==> config.mk <==
export PLATFORM = sky130hd
export DESIGN_NAME = dm_lsu
export DESIGN_NICKNAME = d
export VERILOG_FILES = /design/src/rtl/dm_lsu.sv
export SDC_FILE = /design/constraint.sdc
export NUM_CORES = 1
export LEC_CHECK = 0
export BUFFER_PORTS_ARGS = -buffer_cell sky130_fd_sc_hd__buf_4
export CAP_MARGIN = 10
export CORE_ASPECT_RATIO = 1.75
export CORE_MARGIN = 3
export CORE_UTILIZATION = 40
export CTS_BUF_LIST = sky130_fd_sc_hd__clkbuf_8
export CTS_CLUSTER_DIAMETER = 40
export DETAILED_ROUTE_END_ITERATION = 16
export GPL_TIMING_DRIVEN = 0
export MAX_ROUTING_LAYER = met4
export PLACE_DENSITY = 0.72
export SLEW_MARGIN = 20
export SYNTH_ARGS = -nofsm -noshare
export SYNTH_HDL_FRONTEND = slang
export SYNTH_SLANG_ARGS = --single-unit
==> constraint.sdc <==
create_clock -name clk -period 2.05 [get_ports clk]
set_input_delay 0.205 -clock clk [delete_from_list [all_inputs] [get_ports clk]]
set_output_delay 0.205 -clock clk [all_outputs]
set_load 0.05 [all_outputs]
==> src/rtl/dm_lsu.sv <==
// Load/store unit in front of a word-wide data memory: byte/half/word loads with extension,
// sub-word stores via read-modify-write, and rejection of misaligned or out-of-range accesses.
module dm_lsu #(
    parameter int unsigned ADDR_W = 10
) (
    input  logic              clk,
    input  logic              rst,
    input  logic              req_valid,
    output logic              req_ready,
    input  logic [3:0]        req_op,
    input  logic [31:0]       req_addr,
    input  logic [31:0]       req_wdata,
    output logic              resp_valid,
    output logic [31:0]       resp_data,
    output logic              resp_err,
    output logic              dm_we,
    output logic [ADDR_W-1:0] dm_addr,
    output logic [31:0]       dm_din,
    input  logic [31:0]       dm_dout
);

    localparam logic [1:0] StIdle   = 2'd0;
    localparam logic [1:0] StAccess = 2'd1;
    localparam logic [1:0] StMerge  = 2'd2;
    localparam logic [1:0] StResp   = 2'd3;

    localparam logic [1:0] SzByte = 2'b00;
    localparam logic [1:0] SzHalf = 2'b01;
    localparam logic [1:0] SzWord = 2'b10;

    logic [1:0]        state_q, state_d;
    logic [3:0]        op_q, op_d;
    logic [ADDR_W-1:0] addr_q, addr_d;
    logic [31:0]       wdata_q, wdata_d;
    logic [31:0]       word_q, word_d;
    logic [31:0]       rdata_q, rdata_d;
    logic              err_q, err_d;

    logic              is_store;
    logic              is_uns;
    logic [1:0]        size;
    logic [4:0]        lane_sh;
    logic [31:0]       lane_word;
    logic [31:0]       load_ext;
    logic [31:0]       lane_mask;
    logic [31:0]       merged;
    logic [31:0]       hi_bits;
    logic              req_bad;

    assign is_store = op_q[3];
    assign is_uns   = op_q[2];
    assign size     = op_q[1:0];
    assign lane_sh  = {addr_q[1:0], 3'b000};

    // Request validation happens on the raw inputs, at the acceptance edge.
    always_comb begin
        hi_bits = req_addr >> ADDR_W;
        unique case (req_op[1:0])
            SzByte:  req_bad = 1'b0;
            SzHalf:  req_bad = req_addr[0];
            SzWord:  req_bad = |req_addr[1:0];
            default: req_bad = 1'b1;
        endcase
        req_bad = req_bad | (|hi_bits);
    end

    // Shift the addressed lane down to bit 0, then extend from its MSB.
    always_comb begin
        lane_word = dm_dout >> lane_sh;
        unique case (size)
            SzByte:  load_ext = {{24{~is_uns & lane_word[7]}}, lane_word[7:0]};
            SzHalf:  load_ext = {{16{~is_uns & lane_word[15]}}, lane_word[15:0]};
            default: load_ext = dm_dout;
        endcase
    end

    always_comb begin
        if (size == SzByte) begin
            lane_mask = 32'h0000_00ff << lane_sh;
        end else begin
            lane_mask = 32'h0000_ffff << lane_sh;
        end
        merged = (word_q & ~lane_mask) | ((wdata_q << lane_sh) & lane_mask);
    end

    always_comb begin
        state_d = state_q;
        op_d    = op_q;
        addr_d  = addr_q;
        wdata_d = wdata_q;
        word_d  = word_q;
        rdata_d = rdata_q;
        err_d   = err_q;
        case (state_q)
            StIdle: begin
                if (req_valid) begin
                    op_d    = req_op;
                    addr_d  = req_addr[ADDR_W-1:0];
                    wdata_d = req_wdata;
                    if (req_bad) begin
                        rdata_d = '0;
                        err_d   = 1'b1;
                        state_d = StResp;
                    end else begin
                        state_d = StAccess;
                    end
                end
            end
            StAccess: begin
                if (!is_store) begin
                    rdata_d = load_ext;
                    err_d   = 1'b0;
                    state_d = StResp;
                end else if (size == SzWord) begin
                    rdata_d = '0;
                    err_d   = 1'b0;
                    state_d = StResp;
                end else begin
                    word_d  = dm_dout;
                    state_d = StMerge;
                end
            end
            StMerge: begin
                rdata_d = '0;
                err_d   = 1'b0;
                state_d = StResp;
            end
            StResp: begin
                state_d = StIdle;
            end
            default: begin
                state_d = StIdle;
            end
        endcase
    end

    always_ff @(posedge clk) begin
        if (!rst) begin
            state_q <= StIdle;
            op_q    <= '0;
            addr_q  <= '0;
            wdata_q <= '0;
            word_q  <= '0;
            rdata_q <= '0;
            err_q   <= 1'b0;
        end else begin
            state_q <= state_d;
            op_q    <= op_d;
            addr_q  <= addr_d;
            wdata_q <= wdata_d;
            word_q  <= word_d;
            rdata_q <= rdata_d;
            err_q   <= err_d;
        end
    end

    assign req_ready  = (state_q == StIdle);
    assign resp_valid = (state_q == StResp);
    assign resp_data  = rdata_q;
    assign resp_err   = err_q;

    // Gated by rst directly so a reset landing mid-operation can never commit a write.
    assign dm_we   = rst & (((state_q == StAccess) & is_store & (size == SzWord)) |
                            (state_q == StMerge));
    assign dm_addr = {addr_q[ADDR_W-1:2], 2'b00};
    assign dm_din  = (state_q == StMerge) ? merged : wdata_q;

endmodule

Yosys cells after proc, flatten, opt, wreduce, memory -nomap -nowiden

Cells that the tools add are included.

Bits in registers: 113
Input port bits: 103

Equality and inequality tests: 10
Shift operators: 4
Multiplexer cells: 19
Bitwise gates (word level): 13
Reductions and logical operators: 9

Operators with widths:

| cell                                                                | number |
|---|---|
| 32-bit two-way mux                                                  | 6 |
| 32-bit one-hot mux with 3 select lines                              | 1 |
| 32-bit bitwise AND                                                  | 2 |
| 32-bit one-hot mux with 2 select lines                              | 1 |
| 32-bit inverter                                                     | 1 |
| 32-bit bitwise OR                                                   | 1 |
| 16-bit by 5-bit << shifter with 32-bit output, first input constant | 1 |
| 32-bit by 5-bit << shifter with 32-bit output                       | 1 |
| 8-bit by 5-bit << shifter with 32-bit output, first input constant  | 1 |
| 32-bit by 5-bit >> shifter with 16-bit output                       | 1 |
| 22-bit OR reduction                                                 | 1 |
| 2-bit == test, second input constant                                | 4 |
| 2-bit one-hot mux with 4 select lines                               | 1 |
| 2-bit by 1-bit == test with 1-bit output, second input constant     | 3 |
| 2-bit logical NOT                                                   | 3 |
| 1-bit two-way mux                                                   | 6 |
| 1-bit one-hot mux with 3 select lines                               | 2 |
| 1-bit bitwise AND                                                   | 5 |
| 2-bit two-way mux                                                   | 2 |
| 4-bit AND reduction                                                 | 1 |
| 3-bit != test, second input constant                                | 1 |
| 3-bit AND reduction                                                 | 1 |
| 3-bit nonzero test                                                  | 1 |
| 2-bit by 1-bit != test with 1-bit output, second input constant     | 1 |
| other kinds (5)                                                     | 7 |

Depth between registers and ports, before layout

Word-level depth: 6
Depth in mapped cells: 8
Mapped depth without buffers: 7

Worst setup path after synthesis

OpenSTA, ideal clock, no wires.

Path type: register -> output
Start point: register state_q[0]
End point: output port dm_din[16]
Arrival time: 2.192 ns
Slack: -0.347 ns
Stages on the path, launching flop included: 8
Cell sequence: dfxtp_1 > inv_1 > ha_1 > clkbuf_1 > o21ai_1 > buf_2 > nand2_1 > a21oi_1

Word-level cells in the longest chain between the ends: 2

RTL lines:

| item                   | RTL line | RTL |
|---|---|---|
| start, declared        | 31       | `logic [1:0] state_q, state_d;` |
| start signal, assigned | 139      | `state_q <= StIdle;` |
| start signal, assigned | 147      | `state_q <= state_d;` |
| 2-bit == test          | 166      | `assign dm_din = (state_q == StMerge) ? merged : wdata_q;` |
| 32-bit two-way mux     | 166      |  |
| end, declared          | 18       | `output logic [31:0] dm_din,` |

Every way passes these cells.

Worst setup path after layout

Start point: register addr_q[0]
End point: output port dm_din[19]

Word-level cells in the longest chain between the ends: 6

RTL lines:

| item                                                                                                                 | RTL line | RTL |
|---|---|---|
| start, declared                                                                                                      | 33       | `logic [ADDR_W-1:0] addr_q, addr_d;` |
| start signal, assigned                                                                                               | 149      | `addr_q <= addr_d;` |
| 16-bit by 5-bit << shifter with 32-bit output / 8-bit by 5-bit << shifter with 32-bit output (equally long branches) | 81, 79   |  |
| 32-bit two-way mux                                                                                                   | 78       | `if (size == SzByte) begin` |
| 32-bit inverter                                                                                                      | 83       | `merged = (word_q & ~lane_mask) \| ((wdata_q << lane_sh) & lane_mask);` |
| 32-bit bitwise AND                                                                                                   | 83       |  |
| 32-bit bitwise OR *                                                                                                  | 83       |  |
| 32-bit two-way mux *                                                                                                 | 166      |  |

Mark *: on every way between the ends. The rest lies on a longest branch, timed or not.

==> impl_results.md <==
* Status: finished with violations
* Failing checks: setup timing
* Reg-to-reg critical path startpoint: addr_q[0]$_SDFFE_PN0P_
* Synthesized flop and latch total at roughly 110
* Antenna-violating nets left at 0
* Setup ws final at -171 ps
* HP Class: in2reg
* Clock network power share at 21.7%
* Clk Latency, worst-skew pair at roughly 450 ps
* Hold path start: req_addr[4]
* H-tree levels at 4
* Max incr delay on CP at around 430 ps
* # IOs at about 180
* Reg clk slew, reported paths at around 70 ps
* Avg WL per Cell at about 20 um
* Gate Count Post-Synth at 707
* Detailed-route wire length at around 22000 um
* Share of cells above drive strength 1 at between 40% and 50%
* YS warnings at 0
* Met3 WL at approximately 1500 um
* Sw Ratio at a little over two fifths
* Slowest cell on the critical path: dfxtp_4
* Worst EP arrival at 2020 ps
* RSZ-0062 raised after global routing: true
* Final nets at ~1000
* Num CTS Buffers at 17
* Final Max Slew Viols at 0
* Clk sinks at 113
* Seq/Total Area, Yosys at about two fifths
* Internal Power at between 6000 and 7000 uW
* Syn_area_per_cell at 8.11 um^2
* Static Leak at around 0.0037 uW
* Crit Path Max Fanout at 6
* ANT cells at 0
* Pwr Density at approximately 1200 mW/mm^2
* Number of global-route vias before repair at 6113
* Die ar. at roughly 0.016 mm^2
* Area of the multi-input gates at 0.00381 mm^2
* # placed instances at approximately 1100
* Number of I/O port buffers at roughly 180
* Initial antenna violation count at 0
* Met1 wire length at just over 8000 um
* Final hold violation count at 0
* Die Height at roughly 160 um
* Clock Tree Buf Depth at 2
* NetSw at 4740 uW
* Pin count of the biggest net entering global routing at 17
* Fillers at roughly 1200
* WP data required at approximately 1900 ps
* Setup-failing EPs final at 42
* Num rows at 57
* RePlAce Congestion at 0.955
* Startpoint Class: register
* CP top delay family: compound AO/OA/AOI/OAI gates
* TritonCTS clock tree: yes
* Cell area after synthesis at ~0.0057 mm^2
* First-pass GRT wire length at between 30000 and 40000 um
* Placed cell area at about 0.0074 mm^2
* Hold Buf Count CTS at 0
* Fmax achieved at roughly 450 MHz
* Met2 Routed Length at about 11000 um
* Die Width at around 96 um
* Initial Util at between 40% and 50%
* GRT Overall Usage at around 29%
* CP cell instances: nor2b_4 > clkbuf_4 > a22o_1 > o22ai_4 > a21oi_4 > buf_6
* Top layer in use: met4
* Worst path bufs/invs at 2
* Register area at 0.00228 mm^2
* Tot Pwr at 11000 uW
* Area Overhead vs Synth at 59.3%
* Min Tclk post-route at approximately 2200 ps
* Drt pass-1 iters at 5
* Logic pwr share at 52.5%
* Grt total ovfl at 0
* Root Buffer: clkbuf_8
* CP startpoint: addr_q[0]$_SDFFE_PN0P_
* Initial DRC Count at between 400 and 500
* Synth cell types at 42
* Clock Skew at between 8 and 9 ps
* Slew @ Worst Pin at ~640 ps
* Core ar. at 0.0140 mm^2
* Vias at just over 6000
* Post-route DRC at 0
* Fin crit share at 108%
* Worst VDD drop at roughly 0.82 mV
* Slew HR at 57.1%
* Vias/cell at between 5 and 6
* Final std cells w/o fill at roughly 1100
* Seq pwr share at between 20% and 30%
* Critical path type: reg2out
* Final core occ at around 65%
* Post-DP HPWL at approximately 15000 um
* Final setup TNS at -3280 ps
* Max Cap Viol at 0
* Crit path capture type: primary output
* Final instance area at 0.00913 mm^2
## timing repair
action                     4_1_cts  5_1_grt
setup buffers                   30        4
setup endpoints to repair       93      128
gates resized for setup        219       57
gates cloned                     6        1
pin swaps                       17       20
## sequential cells by signal (all words and copies together) (netlist names)
register,flops
addr_q,10
wdata_q,32
state_q,2
resp_err,1
word_q,32
op_q,4
resp_data,32
## Yosys cell counts, drive strengths merged
master / n / share of area, %
o22ai: 11 / 1.2
clkbuf: 36 / 2.4
inv: 4 / 0.26
a32o: 1 / 0.17
conb: 1 / 0.065
nor2: 33 / 2.2
a22o: 43 / 6.6
or2: 1 / 0.11
mux4: 1 / 0.39
o21a: 1 / 0.13
nor4b: 1 / 0.15
a2bb2oi: 1 / 0.15
mux2: 24 / 4.7
nand3: 1 / 0.087
o221ai: 1 / 0.15
o31a: 1 / 0.31
nand4b: 1 / 0.15
ha: 4 / 0.87
a21boi: 78 / 10
o41a: 1 / 0.20
and2: 1 / 0.11
a31o: 1 / 0.15
buf: 26 / 2.8
a21oi: 46 / 4.3
nand2b: 19 / 2.1
nand4: 1 / 0.11
nor2b: 19 / 2.1
nor3: 4 / 0.55
nand2: 185 / 12
mux2i: 17 / 3.0
o21ai: 23 / 2.0
nor4: 5 / 0.55
o211ai: 2 / 0.26
dfxtp: 113 / 39
## layout by cell type, fill, tap and decap left out, drive strengths merged, types with 2 or more instances in the layout
cell,n
a21boi,78
a21oi,46
a22o,43
buf,242
bufinv,4
clkbuf,51
clkinv,5
clkinvlp,3
conb,2
dfxtp,113
ha,4
inv,7
mux2,24
mux2i,17
nand2,185
nand2b,19
nor2,33
nor2b,19
nor3,4
nor4,5
o211ai,2
o21ai,23
o22ai,11
## metrics by stage
stage | hold slack, ps | setup slack (ps)
2_1_floorplan | 350 | 0.998
3_3_place_gp | 451 | -465
3_5_place_dp | 454 | -486
4_1_cts | 8.85 | -130
5_1_grt | 9.42 | -205
6_report | 14.8 | -171
## final timing paths
kind                                end  slack (ps)  cells past startpoint
max                          dm_din[19]        -170                      6
max reg2reg  resp_data[30]$_SDFFE_PN0P_         -40                      8
min              addr_q[4]$_SDFFE_PN0P_          10                      3
min reg2reg      addr_q[4]$_SDFFE_PN0P_         460                      2
## routing by layer
| metal | vias up | track usage [%] |
|---|---|---|
| li1 | 2898 | - |
| met1 | 2819 | 31.8 |
| met2 | 312 | 47.2 |
| met3 | 109 | 5.04 |
| met4 | 0 | 17.4 |
| met5 | - | - |
## cells by family after synthesis
kind of cell	after synthesis	synth area share (%)
compound gates	210	25.8
fa+ha+maj	4	0.873
buf+inv	66	5.44
flops	113	39.5
mux	42	8.08
other cells	1	0.0654
simple gates	271	20.3
## power by group through the flow
stage / clock network [uW] / registers [uW] / logic [uW]
final: 2380 / 2830 / 5760
after global routing: 2490 / 2860 / 6040
after CTS: 2390 / 2780 / 5510
after detailed placement: 0 / 2780 / 4420
after global placement: 0 / 2760 / 4400
after floorplan: 0 / 3090 / 2780
## area by class of cell
cell class | instances | area share [%]
multi-input combinational | 529 | 41.7
sequential | 113 | 25.0
timing repair buffer | 219 | 21.2
buffer | 57 | 4.59
clock buffer | 17 | 2.56
tap | 177 | 2.43
clock inverter | 15 | 2.29
inverter | 4 | 0.192
## tightest hold or removal path: cells and delay by family
kind	cells	cell delay, ps
buffers and inverters	1	110
AO/OA/AOI/OAI	1	60
AND/OR/NAND/NOR	1	40
No activity file was read; power rests on OpenSTA's default activity.
